$ cat src/rtl/hwsw_pkg.sv
// hwsw_pkg: shared types and constants for the CPU-to-hardware object table
// handshake (hwsw_frame_commit and its per-slot storage).
package hwsw_pkg;

   localparam int COORD_W = 10;

   // CPU phase code carried on to_hw_sig / echoed on to_sw_sig
   typedef enum logic [1:0] {
      IDLE_P = 2'd0,
      X_P    = 2'd1,
      Y_P    = 2'd2,
      ST_P   = 2'd3
   } hwsw_phase_e;

   // Handshake controller states
   typedef enum logic [1:0] {
      S_IDLE    = 2'd0,
      S_CAPTURE = 2'd1,
      S_ACK     = 2'd2
   } hwsw_fsm_e;

   // One object record; "type" is a reserved word, hence typ
   typedef struct packed {
      logic [COORD_W-1:0] x;
      logic [COORD_W-1:0] y;
      logic [2:0]         state;
      logic [2:0]         typ;
   } obj_rec_t;

   // seen_mask bit for a phase: bit index is the phase code, with ST (3)
   // folded onto bit 0 so that the three phases fill a 3-bit mask.
   function automatic logic [2:0] phase_bit(input hwsw_phase_e ph);
      logic [2:0] b;
      b = 3'b000;
      case (ph)
         X_P:     b = 3'b010;
         Y_P:     b = 3'b100;
         ST_P:    b = 3'b001;
         default: b = 3'b000;
      endcase
      return b;
   endfunction

endpackage

$ cat src/rtl/hwsw_obj_slot.sv
// hwsw_obj_slot: one object slot. Holds the shadow record written by the
// handshake controller and the active record the renderers read. The active
// record only changes on a commit strobe, which copies the whole shadow.
// Optional feature: HWSW_YFLIP_EN makes slots other than 0 store
// SCREEN_H - y (10-bit wrap) instead of the raw Y coordinate.
module hwsw_obj_slot
   import hwsw_pkg::*;
#(
   parameter int SLOT_IDX = 0,
   parameter int SCREEN_H = 480
) (
   input  logic        clk,
   input  logic        reset,
   input  hwsw_phase_e wr_phase,   // IDLE_P = no write this cycle
   input  logic [31:0] wr_data,
   input  logic        commit,
   output obj_rec_t    active
);

`ifdef HWSW_YFLIP_EN
   localparam bit YFLIP = 1'b1;
`else
   localparam bit YFLIP = 1'b0;
`endif

   localparam logic [COORD_W-1:0] SCREEN_H_C = COORD_W'(SCREEN_H);

   obj_rec_t           shadow_q, shadow_d;
   obj_rec_t           active_q, active_d;
   logic [COORD_W-1:0] y_in;

   // Only the low word bits carry fields; the rest of the CPU port is ignored
   logic unused_data_hi;
   assign unused_data_hi = ^wr_data[31:COORD_W];

   // Next shadow/active values: phase-selected field write, bank copy on commit
   always_comb begin
      // NOTE: every always_comb output gets a default first so no path leaves it unassigned (no latch).
      y_in     = wr_data[COORD_W-1:0];
      shadow_d = shadow_q;
      active_d = active_q;

      // Slot 0 is the player cursor and is never flipped
      if (YFLIP && (SLOT_IDX != 0)) begin
         y_in = SCREEN_H_C - wr_data[COORD_W-1:0];
      end

      case (wr_phase)
         X_P:  shadow_d.x = wr_data[COORD_W-1:0];
         Y_P:  shadow_d.y = y_in;
         ST_P: begin
            shadow_d.state = wr_data[2:0];
            shadow_d.typ   = wr_data[5:3];
         end
         default: ;
      endcase

      // Active takes the shadow from before any same-cycle capture
      if (commit) begin
         active_d = shadow_q;
      end
   end

   // Shadow and active records
   always_ff @(posedge clk or posedge reset) begin
      if (reset) begin
         // NOTE: both banks are reset because the renderers must see zeros until the first commit.
         shadow_q <= '0;
         active_q <= '0;
      end else begin
         // NOTE: sequential state uses <= so every flop samples pre-edge values.
         shadow_q <= shadow_d;
         active_q <= active_d;
      end
   end

   assign active = active_q;

endmodule

$ cat src/rtl/hwsw_frame_commit.sv
// hwsw_frame_commit: registered four-phase handshake between the CPU PIO
// ports and the object table. Each phase (X, Y, STATE/TYPE) is captured for
// all slots into a shadow bank; the shadow is copied to the active bank only
// on frame_start once all three phases have been seen, so renderers never
// see fields from different CPU updates.
// Optional feature: HWSW_YFLIP_EN (Y stored as SCREEN_H - y for slots 1..N-1).
module hwsw_frame_commit
   import hwsw_pkg::*;
#(
   parameter int NUM_OBJ  = 16,
   parameter int SCREEN_H = 480
) (
   input  logic                       clk,
   input  logic                       reset,
   input  logic [1:0]                 to_hw_sig,
   input  logic [NUM_OBJ*32-1:0]      to_hw_data,
   input  logic                       frame_start,
   output logic [1:0]                 to_sw_sig,
   output logic [NUM_OBJ*COORD_W-1:0] obj_x,
   output logic [NUM_OBJ*COORD_W-1:0] obj_y,
   output logic [NUM_OBJ*3-1:0]       obj_state,
   output logic [NUM_OBJ*3-1:0]       obj_type,
   output logic                       frame_committed,
   output logic                       proto_err
);

   hwsw_fsm_e   state_q, state_d;
   hwsw_phase_e cur_phase_q, cur_phase_d;
   logic [1:0]  to_sw_sig_q, to_sw_sig_d;
   logic [2:0]  seen_mask_q, seen_mask_d;
   logic        frame_committed_q, frame_committed_d;
   logic        proto_err_q, proto_err_d;

   logic        commit;
   hwsw_phase_e wr_phase;
   obj_rec_t    slot_active [NUM_OBJ];

   // Handshake next-state, seen_mask bookkeeping and commit decision
   always_comb begin
      state_d           = state_q;
      cur_phase_d       = cur_phase_q;
      to_sw_sig_d       = to_sw_sig_q;
      proto_err_d       = proto_err_q;

      commit            = frame_start && (seen_mask_q == 3'b111);
      frame_committed_d = commit;
      wr_phase          = (state_q == S_CAPTURE) ? cur_phase_q : IDLE_P;

      // A commit consumes the mask; a same-cycle capture then starts the next one
      seen_mask_d       = commit ? 3'b000 : seen_mask_q;

      case (state_q)
         S_IDLE: begin
            to_sw_sig_d = 2'd0;
            if (to_hw_sig != 2'd0) begin
               cur_phase_d = hwsw_phase_e'(to_hw_sig);
               state_d     = S_CAPTURE;
            end
         end
         S_CAPTURE: begin
            seen_mask_d = seen_mask_d | phase_bit(cur_phase_q);
            to_sw_sig_d = cur_phase_q;
            state_d     = S_ACK;
         end
         S_ACK: begin
            if (to_hw_sig == 2'd0) begin
               to_sw_sig_d = 2'd0;
               state_d     = S_IDLE;
            end else if (to_hw_sig != cur_phase_q) begin
               // CPU switched phase without releasing; flag it and hold the ack
               proto_err_d = 1'b1;
            end
         end
         default: begin
            to_sw_sig_d = 2'd0;
            state_d     = S_IDLE;
         end
      endcase
   end

   // Controller state and registered outputs
   always_ff @(posedge clk or posedge reset) begin
      if (reset) begin
         state_q           <= S_IDLE;
         cur_phase_q       <= IDLE_P;
         to_sw_sig_q       <= 2'd0;
         seen_mask_q       <= 3'b000;
         frame_committed_q <= 1'b0;
         proto_err_q       <= 1'b0;
      end else begin
         state_q           <= state_d;
         cur_phase_q       <= cur_phase_d;
         to_sw_sig_q       <= to_sw_sig_d;
         seen_mask_q       <= seen_mask_d;
         frame_committed_q <= frame_committed_d;
         proto_err_q       <= proto_err_d;
      end
   end

   assign to_sw_sig       = to_sw_sig_q;
   assign frame_committed = frame_committed_q;
   assign proto_err       = proto_err_q;

   for (genvar i = 0; i < NUM_OBJ; i++) begin : g_slot
      hwsw_obj_slot #(
         .SLOT_IDX (i),
         .SCREEN_H (SCREEN_H)
      ) u_slot (
         .clk      (clk),
         .reset    (reset),
         .wr_phase (wr_phase),
         .wr_data  (to_hw_data[32*i +: 32]),
         .commit   (commit),
         .active   (slot_active[i])
      );

      assign obj_x[COORD_W*i +: COORD_W] = slot_active[i].x;
      assign obj_y[COORD_W*i +: COORD_W] = slot_active[i].y;
      assign obj_state[3*i +: 3]         = slot_active[i].state;
      assign obj_type[3*i +: 3]          = slot_active[i].typ;
   end

endmodule

$ cat config.mk
export PLATFORM = sky130hd
export DESIGN_NAME = hwsw_frame_commit
export DESIGN_NICKNAME = d
export VERILOG_FILES = /design/src/rtl/hwsw_pkg.sv /design/src/rtl/hwsw_obj_slot.sv /design/src/rtl/hwsw_frame_commit.sv
export SDC_FILE = /design/constraint.sdc
export NUM_CORES = 2
export LEC_CHECK = 0
export ABC_AREA = 1
export CAP_MARGIN = 20
export CORE_AREA = 2 2 369 371
export CTS_BUF_LIST = sky130_fd_sc_hd__clkbuf_16
export DETAILED_ROUTE_END_ITERATION = 12
export DIE_AREA = 0 0 371 373
export HOLD_SLACK_MARGIN = 0.02
export PLACE_DENSITY_LB_ADDON = 0.05
export SYNTH_ARGS = -nofsm -noshare
export SYNTH_HDL_FRONTEND = slang
export SYNTH_SLANG_ARGS = --single-unit
$ cat constraint.sdc
create_clock -name clk -period 46.9 [get_ports clk]
set_input_delay 4.69 -clock clk [delete_from_list [all_inputs] [get_ports clk]]
set_output_delay 4.69 -clock clk [all_outputs]
set_load 0.01 [all_outputs]
==> impl_metrics.env <==
export IMPL_status="finished, final reports clean"
export IMPL_grt_antenna_before_repair=18
export IMPL_crit_chain="clkdlybuf4s50_1 > nand2_1 > nor3_4 > buf_4 > buf_4 > buf_4 > o21ai_0"
export IMPL_drive_above_1_share_pct=4.05
export IMPL_finClkSkew_ns=0.0221
export IMPL_core_area_mm2=0.135
export IMPL_yosysWarnings=0
export IMPL_syn_avg_cell_area_um2=9.53
export IMPL_clk_insertion_delay_late_ns=0.70
export IMPL_hold_viol=0
export IMPL_rr_worst_depth=6
export IMPL_cp_required_ns=47.43
export IMPL_path_max_fanout=108
export IMPL_htree_levels=3
export IMPL_ioPinCount=937
export IMPL_rsz0062_at_grt="false"
export IMPL_yosysUniqueCellTypes=14
export IMPL_syn_area_mm2=0.0315
export IMPL_finalWirelength_mm=97.8
export IMPL_synthCells=3310
export IMPL_start_util_pct=23.4
export IMPL_cts_hold_buf=0
export IMPL_cts_setup_buffers=0
export IMPL_place_ws_ns=38.37
export IMPL_fin_crit_sh_pct=16.5
export IMPL_critPathMaxStageDelay_ns=0.84
export IMPL_ys_ff_latch=843
export IMPL_gr_total_overflow=0
export IMPL_rows=135
export IMPL_grt_start_max_net_pins=238
export IMPL_relSlewSlack_pct=13.4
export IMPL_postRouteAntennaNets=0
export IMPL_end_kind="flop"
export IMPL_synth_yosys_seq_area_share_pct=66.9
export IMPL_placedCellCount=5516
export IMPL_fin_setup_tns_ns=0
export IMPL_grt_pass1_vias=22600
export IMPL_hpwl_mm=62.9
export IMPL_first_pass_iters=7
export IMPL_place_area_mm2=0.0391
export IMPL_tritoncts="built"
export IMPL_ir_drop_uv=27.3
export IMPL_slowest_stage="buf_4"
export IMPL_arrival_ns=8.27
export IMPL_grt_pass1_wl_mm=149
export IMPL_slew_viol_final=0
export IMPL_critPathLaunch="frame_start"
export IMPL_via_per_inst=3.94
export IMPL_routabilityCongestion=0.710
export IMPL_p_per_area_mw_per_mm2=71.2
export IMPL_ctsResizeCount=0
export IMPL_clkTransAtPathRegs_ns=0.06
export IMPL_cts_root_buffer="clkbuf_16"
export IMPL_stdcell_area_mm2=0.0422
export IMPL_r2r_start="seen_mask_q[1]"
export IMPL_dieArea_mm2=0.138
export IMPL_track_usage_pct=14.1
export IMPL_fin_ws_ns=39.16
export IMPL_drt_initial_drc_count=1282
export IMPL_synth_nets=3827
export IMPL_rrSetupSlack_ns=43.29
export IMPL_drc=0
export IMPL_crit_path_end="g_slot[9].u_slot.active[7]"
export IMPL_totalPowerFinal_mw=3.01
export IMPL_cts_buffers=104
export IMPL_r2r_end="g_slot[9].u_slot.active[7]"
export IMPL_fin_nets=4360
export IMPL_cts_sinks=843
export IMPL_final_setup_viol_count=0
export IMPL_fin_crit_ns=7.74
export IMPL_cts_buffer_depth=3
export IMPL_wire_per_inst_um=17.1
export IMPL_cp_start_kind="input pin"
export IMPL_syn_to_final_growth_pct=33.9
export IMPL_p_leak_nw=19.8
export IMPL_fin_cells=5711
export IMPL_vias=22500
export IMPL_dieWidth_um=371
export IMPL_hold_path_class="reg2reg"
export IMPL_cp_common_cell="buf_4"
export IMPL_cap_violations=0
export IMPL_die_y_um=373
export IMPL_critPathKind="in2reg"
export IMPL_port_buffer_count=584
export IMPL_max_freq_mhz=129
export IMPL_worst_pin_slew_ns=1.30
==> worst max-delay path: cells and delay by family <==
| family | cells | cell delay, ns |
|---|---|---|
| compound gates | 1 | 0.19 |
| buf+inv | 4 | 2.91 |
| simple gates | 2 | 0.27 |
==> cells by family after synthesis <==
group	Yosys count	synth area share [%]
and+or+nand+nor	858	10.3
DFF	843	66.9
buffers and inverters	770	9.55
AOI/OAI and AO/OA	839	13.3
==> state kept, by name, indices dropped and copies added, names as in the netlist <==
register                flops
cur_phase_q                 2
frame_committed             1
g_slot.u_slot.active      416
g_slot.u_slot.shadow_q    416
proto_err                   1
seen_mask_q                 3
state_q                     2
to_sw_sig                   2
==> how the worst min path moves through the flow <==
stage	start	to	slack, ns	depth (start not counted)
floorplan	g_slot[0].u_slot.shadow_q[0]	g_slot[0].u_slot.active[0]	0.45	2
global placement	proto_err	proto_err	0.45	2
detailed placement	proto_err	proto_err	0.46	2
CTS	g_slot[14].u_slot.shadow_q[7]	g_slot[14].u_slot.active[7]	0.47	2
global route	g_slot[5].u_slot.shadow_q[7]	g_slot[5].u_slot.active[7]	0.49	2
finish	g_slot[14].u_slot.shadow_q[7]	g_slot[14].u_slot.active[7]	0.46	2
==> synthesized netlist by cell type <==
| library cell | number | share of area (%) |
|---|---|---|
| nand2_1 | 851 | 10 |
| dfrtp_1 | 843 | 67 |
| o21ai_0 | 739 | 12 |
| inv_1 | 586 | 7.0 |
| clkbuf_1 | 101 | 1.2 |
| o21ai_1 | 100 | 1.6 |
| buf_2 | 65 | 1.0 |
| buf_4 | 11 | 0.26 |
| buf_1 | 6 | 0.071 |
| nor2_1 | 3 | 0.036 |
| nand3_1 | 2 | 0.032 |
| inv_2 | 1 | 0.012 |
| nand4_1 | 1 | 0.020 |
| nor3_4 | 1 | 0.052 |
==> cells in the final DEF, fill, tap and decap left out <==
cell type / Yosys / routed
buf_12: 0 / 6
buf_16: 0 / 1
buf_4: 11 / 19
bufinv_16: 0 / 2
clkbuf_16: 0 / 106
clkdlybuf4s50_1: 0 / 584
clkinv_1: 0 / 30
clkinv_2: 0 / 14
clkinv_8: 0 / 1
clkinvlp_4: 0 / 1
dfrtp_1: 843 / 843
diode_2: 0 / 5
inv_1: 586 / 615
inv_16: 0 / 2
inv_2: 1 / 1
inv_6: 0 / 2
inv_8: 0 / 1
nand2_1: 851 / 849
nand2_4: 0 / 2
nand3_1: 2 / 2
nand4_1: 1 / 1
nor2_1: 3 / 3
nor3_4: 1 / 1
o21ai_0: 739 / 739
o21ai_1: 100 / 100
==> routing by layer <==
layer / global-route usage (%) / vias up / part of all wire, %
met3: 5.74 / 152 / 8.8
li1: - / 11300 / -
met4: 4.45 / 26 / 2.4
met2: 21.6 / 476 / 45
met1: 18.1 / 10600 / 44
met5: 0 / - / 0.18
==> metrics by stage <==
stage | util (%) | hold WS (ns)
floorplan | - | 0.453
global placement | 29.0 | 0.449
detailed placement | 29.0 | 0.456
CTS | 31.3 | 0.469
global route | 31.4 | 0.489
finish | 31.4 | 0.464
==> power breakdown <==
part | leakage [nW] | switching [mW] | internal (mW) | total, mW
combinational | 7.95 | 0.506 | 0.474 | 0.980
clock | 1.63 | 0.324 | 0.417 | 0.741
sequential | 10.2 | 0.190 | 1.09 | 1.29
total | 19.8 | 1.02 | 1.99 | 3.01
==> final cells by class <==
cell class | count | area (µm²)
fill | 14200 | 92400
sequential | 843 | 21100
timing repair buffer | 610 | 6140
multi-input combinational | 1697 | 7450
antenna | 5 | 12.5
tap | 1781 | 2230
inverter | 587 | 2210
clock inverter | 82 | 437
clock buffer | 106 | 2650
No activity file was read; power rests on OpenSTA's default activity.
